<file path="config.mk">
export PLATFORM = sky130hd
export DESIGN_NAME = quad_decoder
export DESIGN_NICKNAME = d
export VERILOG_FILES = /design/src/rtl/quad_decoder.sv
export SDC_FILE = /design/constraint.sdc
export NUM_CORES = 1
export LEC_CHECK = 0
export CAP_MARGIN = 20
export CORE_UTILIZATION = 52
export CTS_CLUSTER_DIAMETER = 40
export DETAILED_ROUTE_END_ITERATION = 7
export PLACE_DENSITY = 0.76
export SKIP_LAST_GASP = 1
export SYNTH_ARGS = -nofsm -noshare
export SYNTH_HDL_FRONTEND = slang
export SYNTH_SLANG_ARGS = --single-unit
</file>
<file path="constraint.sdc">
create_clock -name clk -period 4.05 [get_ports clk]
set_clock_uncertainty 0.1 [all_clocks]
set_input_delay 0.81 -clock clk [delete_from_list [all_inputs] [get_ports clk]]
set_output_delay 0.81 -clock clk [all_outputs]
set_load 0.02 [all_outputs]
</file>
<file path="src/rtl/quad_decoder.sv">
// Quadrature decoder: synchronizes the A/B phases, debounces the {a,b} level,
// and turns accepted Gray-code transitions into up/down steps on a wrapping
// position counter. Transitions where both phases change are flagged as
// errors and do not move the counter.
module quad_decoder #(
  parameter int CNT_W = 4,
  parameter int FILT  = 2
) (
  input  logic             clk,
  input  logic             rst,
  input  logic             a,
  input  logic             b,
  input  logic             clr,
  output logic [CNT_W-1:0] count,
  output logic             dir,
  output logic             step,
  output logic             err,
  output logic             err_sticky
);

  localparam logic [3:0] FILT_V = 4'(FILT);

  logic [1:0] sync1;      // first synchronizer stage, {a,b}
  logic [1:0] sync2;      // second synchronizer stage, safe to use
  logic [1:0] warm;       // marks when sync2 holds a real sample rather than its reset value
  logic [1:0] cand;       // sync2 value seen on the previous edge
  logic [3:0] hold_cnt;   // edges the candidate has been stable, saturating at FILT
  logic [1:0] ref_ab;     // last accepted {a,b} level
  logic       ref_valid;  // ref_ab holds a real reference level

  logic [3:0] held;
  logic       accept;
  logic       evt;
  logic [1:0] delta;
  logic       fwd;
  logic       rev;
  logic       ill;

  // Map the Gray sequence 00,01,11,10 onto positions 0..3.
  function automatic logic [1:0] gray_pos(input logic [1:0] ab);
    return {ab[1], ab[1] ^ ab[0]};
  endfunction

  // Two-flop synchronizer for the asynchronous phase inputs.
  always_ff @(posedge clk or posedge rst) begin
    if (rst) begin
      sync1 <= 2'b00;
      sync2 <= 2'b00;
    end else begin
      // NOTE: non-blocking assignments make sync2 take the old sync1, giving two real stages.
      sync1 <= {a, b};
      sync2 <= sync1;
    end
  end

  // Stability qualification and transition classification.
  always_comb begin
    // NOTE: every output of this block gets a default first so no latch can be inferred.
    held   = 4'd0;
    accept = 1'b0;
    evt    = 1'b0;
    delta  = 2'd0;
    fwd    = 1'b0;
    rev    = 1'b0;
    ill    = 1'b0;
    if (sync2 == cand) held = hold_cnt;
    accept = warm[1] && (held >= FILT_V) && (!ref_valid || (sync2 != ref_ab));
    evt    = accept && ref_valid;
    delta  = gray_pos(sync2) - gray_pos(ref_ab);
    fwd    = evt && (delta == 2'd1);
    rev    = evt && (delta == 2'd3);
    ill    = evt && (delta == 2'd2);
  end

  // Track how long the synchronized level has been unchanged; any change restarts the count.
  always_ff @(posedge clk or posedge rst) begin
    if (rst) begin
      warm     <= 2'b00;
      cand     <= 2'b00;
      hold_cnt <= 4'd0;
    end else begin
      warm <= {warm[0], 1'b1};
      cand <= sync2;
      if (!warm[1])
        hold_cnt <= 4'd0;
      else if (held >= FILT_V)
        hold_cnt <= FILT_V;
      else
        hold_cnt <= held + 4'd1;
    end
  end

  // Reference level: the first accepted level after reset only seeds it.
  always_ff @(posedge clk or posedge rst) begin
    if (rst) begin
      ref_ab    <= 2'b00;
      ref_valid <= 1'b0;
    end else if (accept) begin
      ref_ab    <= sync2;
      ref_valid <= 1'b1;
    end
  end

  // Registered outputs: counter, direction, pulses and sticky error.
  always_ff @(posedge clk or posedge rst) begin
    if (rst) begin
      count      <= '0;
      dir        <= 1'b1;
      step       <= 1'b0;
      err        <= 1'b0;
      err_sticky <= 1'b0;
    end else begin
      step <= fwd | rev;
      err  <= ill;
      if (fwd)
        dir <= 1'b1;
      else if (rev)
        dir <= 1'b0;
      // A clear wins over a step on the counter, but a fresh error wins over the clear.
      if (clr)
        count <= '0;
      else if (fwd)
        count <= count + 1'b1;
      else if (rev)
        count <= count - 1'b1;
      if (ill)
        err_sticky <= 1'b1;
      else if (clr)
        err_sticky <= 1'b0;
    end
  end

endmodule

</file>
==> summary.txt <==
Hold-fix buffers, CTS -> 0
reported max-cap violation count -> 0
die footprint -> 0.00214 sq mm
cts bufs inserted -> 3
initial antenna violation count -> 0
clock root buffer -> clkbuf_4
worst hold path depth -> 0
Initial Util -> 0.571
most frequent cells in the layout -> dfrtp_1 (22), clkdlybuf4s50_1 (12), inv_1 (8)
Yosys reg bits -> 23
Slew HR -> 0.431
Leak -> 0.574 nW
slew at the pin closest to its max-slew limit -> 0.852 ns
reg2reg path depth -> 15
vias in the first global route -> 547
detailed-route via count -> 588
most common cell after layout, fill and taps aside -> dfrtp_1
htree depth -> 1
Synth-to-Final Area Change -> 16.5%
fin crit period -> 3.61 ns
kind of critical path -> reg -> reg
design area -> 0.00118 sq mm
# port buffers -> 12
Synth Net Count -> 92
Area after DPL -> 0.00116 sq mm
total global-route track usage -> 0.162
Arrival @ worst endpoint -> 3.75 ns
layout net count -> 108
pre-CTS WS -> 0.463 ns
RSZ-0062 raised after global routing -> no
largest net degree at the start of global routing -> 24
routed wire length -> 1.42 mm
Bufs on Longest Clock Path -> 2
Antenna Nets Post-Route -> 0
wire per inst -> 11.7 um
GP Congestion -> 0.749
final setup fails -> 0
layout cell share with drive strength beyond 1 -> 0.125
Critical Path Fanout Max -> 8
register area share after synthesis -> 0.567
HP Class -> reg -> reg
final slew viol count -> 0
Non-Filler Instances -> 121
placed cells -> 117
DRC -> 0
detailed placer's ending HPWL -> 1.05 mm
Worst-Skew Late Latency -> 0.31 ns
first-pass GRT wire length -> 2.28 mm
power density over the cells -> 461 mW/mm^2
I/O pins -> 13
Peak VDD IR -> 315 uV
core area -> 0.00178 sq mm
post-DR vias/cell -> 4.86
setup_tns -> 0 ns
clock-pin transition on the worst setup and hold timing paths -> 0.12 ns
grt ovf -> 0
Max Freq -> 277 MHz
Antenna Cells -> 0
Rows -> 15
Worst Path Required -> 4.19 ns
Initial DRC Count -> 3
Final Hold Fails -> 0
Die Span X -> 46.2 um
Die Height -> 46.2 um
Worst setup EP type -> flop
outcome -> complete, no violations
Syn Area/Cell -> 12.6 sq um
Final WS setup -> 0.442 ns
Post-CTS Resized -> 0
Tcrit/Tclk final -> 0.891
Setup Fix Bufs, Post-CTS -> 0
clock sink count -> 23
CTS tree -> yes
synthesized instance count -> 81
synth unique cells -> 28
total power -> 0.546 mW
Hold Worst Slack -> 0.262 ns
Yosys warning total -> 0
Startpoint Class -> flop
Pre-antenna DRT Iters -> 4
Core Util, Final -> 0.665
Mapped Area -> 0.00102 sq mm
critical path, cell delays in order (launching register included):
cell and delay [ns]:
dfrtp_1 0.48, xnor2_2 0.18, and2_1 0.19, nand2_1 0.09, ha_1 0.18, and2_1 0.15, a41oi_2 0.07, or3_1 0.54
nor2_1 0.27, inv_1 0.11, ha_1 0.29, a21o_1 0.18, a21oi_1 0.17, xor2_1 0.09, or3_1 0.31, a21oi_1 0.15
synth_stat cells (all sizes together):
cell type,n,share of area
a211oi,1,0.0074
a21o,3,0.023
a21oi,3,0.015
a41oi,1,0.016
and2,3,0.020
and3,1,0.0062
buf,1,0.011
conb,2,0.0074
dfrtp,22,0.54
dfstp,1,0.026
fa,1,0.020
ha,5,0.062
inv,8,0.030
mux2,2,0.022
mux2i,1,0.0098
nand2,2,0.0074
nand3b,1,0.0074
nor2,3,0.011
nor3,2,0.0098
o21a,1,0.0074
o21ai,3,0.015
or2b,1,0.0074
or3,3,0.018
xnor2,5,0.058
xor2,5,0.043
sequential cells by signal, summed over array words and instances (netlist names):
name	count
step	1
cand	2
sync1	2
count	4
ref_valid	1
err	1
err_sticky	1
dir	1
warm	2
hold_cnt	4
sync2	2
ref_ab	2
kinds of logic (layout without fill, tap and decap cells):
logic type	after synthesis	after routing	synth area share
DFF	23	23	0.567
and+or+nand+nor	16	16	0.0873
AOI/OAI and AO/OA	12	12	0.0836
xor gates and xnor gates	10	10	0.101
buffers and inverters	9	24	0.0406
adders and majority gates	6	6	0.0812
muxes	3	3	0.0320
other	2	2	0.00738
cell type report:
class | count | area (sq um)
clock inverter | 1 | 5.00
multi-input combinational | 49 | 399
tap | 25 | 31.3
fill | 145 | 598
sequential | 23 | 577
timing repair buffer | 12 | 120
clock buffer | 3 | 22.5
inverter | 8 | 30.0
path summary, 6_finish.rpt:
check,start,slack (ns),to
max,sync2[0]$_DFF_PP0_,0.44,count[3]$_DFFE_PP0P_
min,sync1[1]$_DFF_PP0_,0.26,sync2[1]$_DFF_PP0_
max reg2reg,sync2[0]$_DFF_PP0_,0.44,count[3]$_DFFE_PP0P_
min reg2reg,sync1[1]$_DFF_PP0_,0.26,sync2[1]$_DFF_PP0_
max in group asynchronous,rst,2.46,cand[1]$_DFF_PP0_
min in group asynchronous,rst,0.86,sync2[1]$_DFF_PP0_
power by group:
group / internal (mW) / leakage (nW) / switching, mW
Clock: 0.0369 / 0.0177 / 0.0668
Combinational: 0.0797 / 0.272 / 0.0827
Sequential: 0.260 / 0.285 / 0.0202
routing by layer:
layer / vias up / part of all wire / wire length (um) / track usage
li1: 293 / - / - / -
met1: 281 / 0.51 / 728 / 0.212
met2: 10 / 0.44 / 625 / 0.231
met3: 4 / 0.030 / 43 / 0.0588
met4: 0 / 0.016 / 22 / 0.0882
met5: - / 0 / 0 / 0
Note: power is estimated with default switching activity, not from simulation.
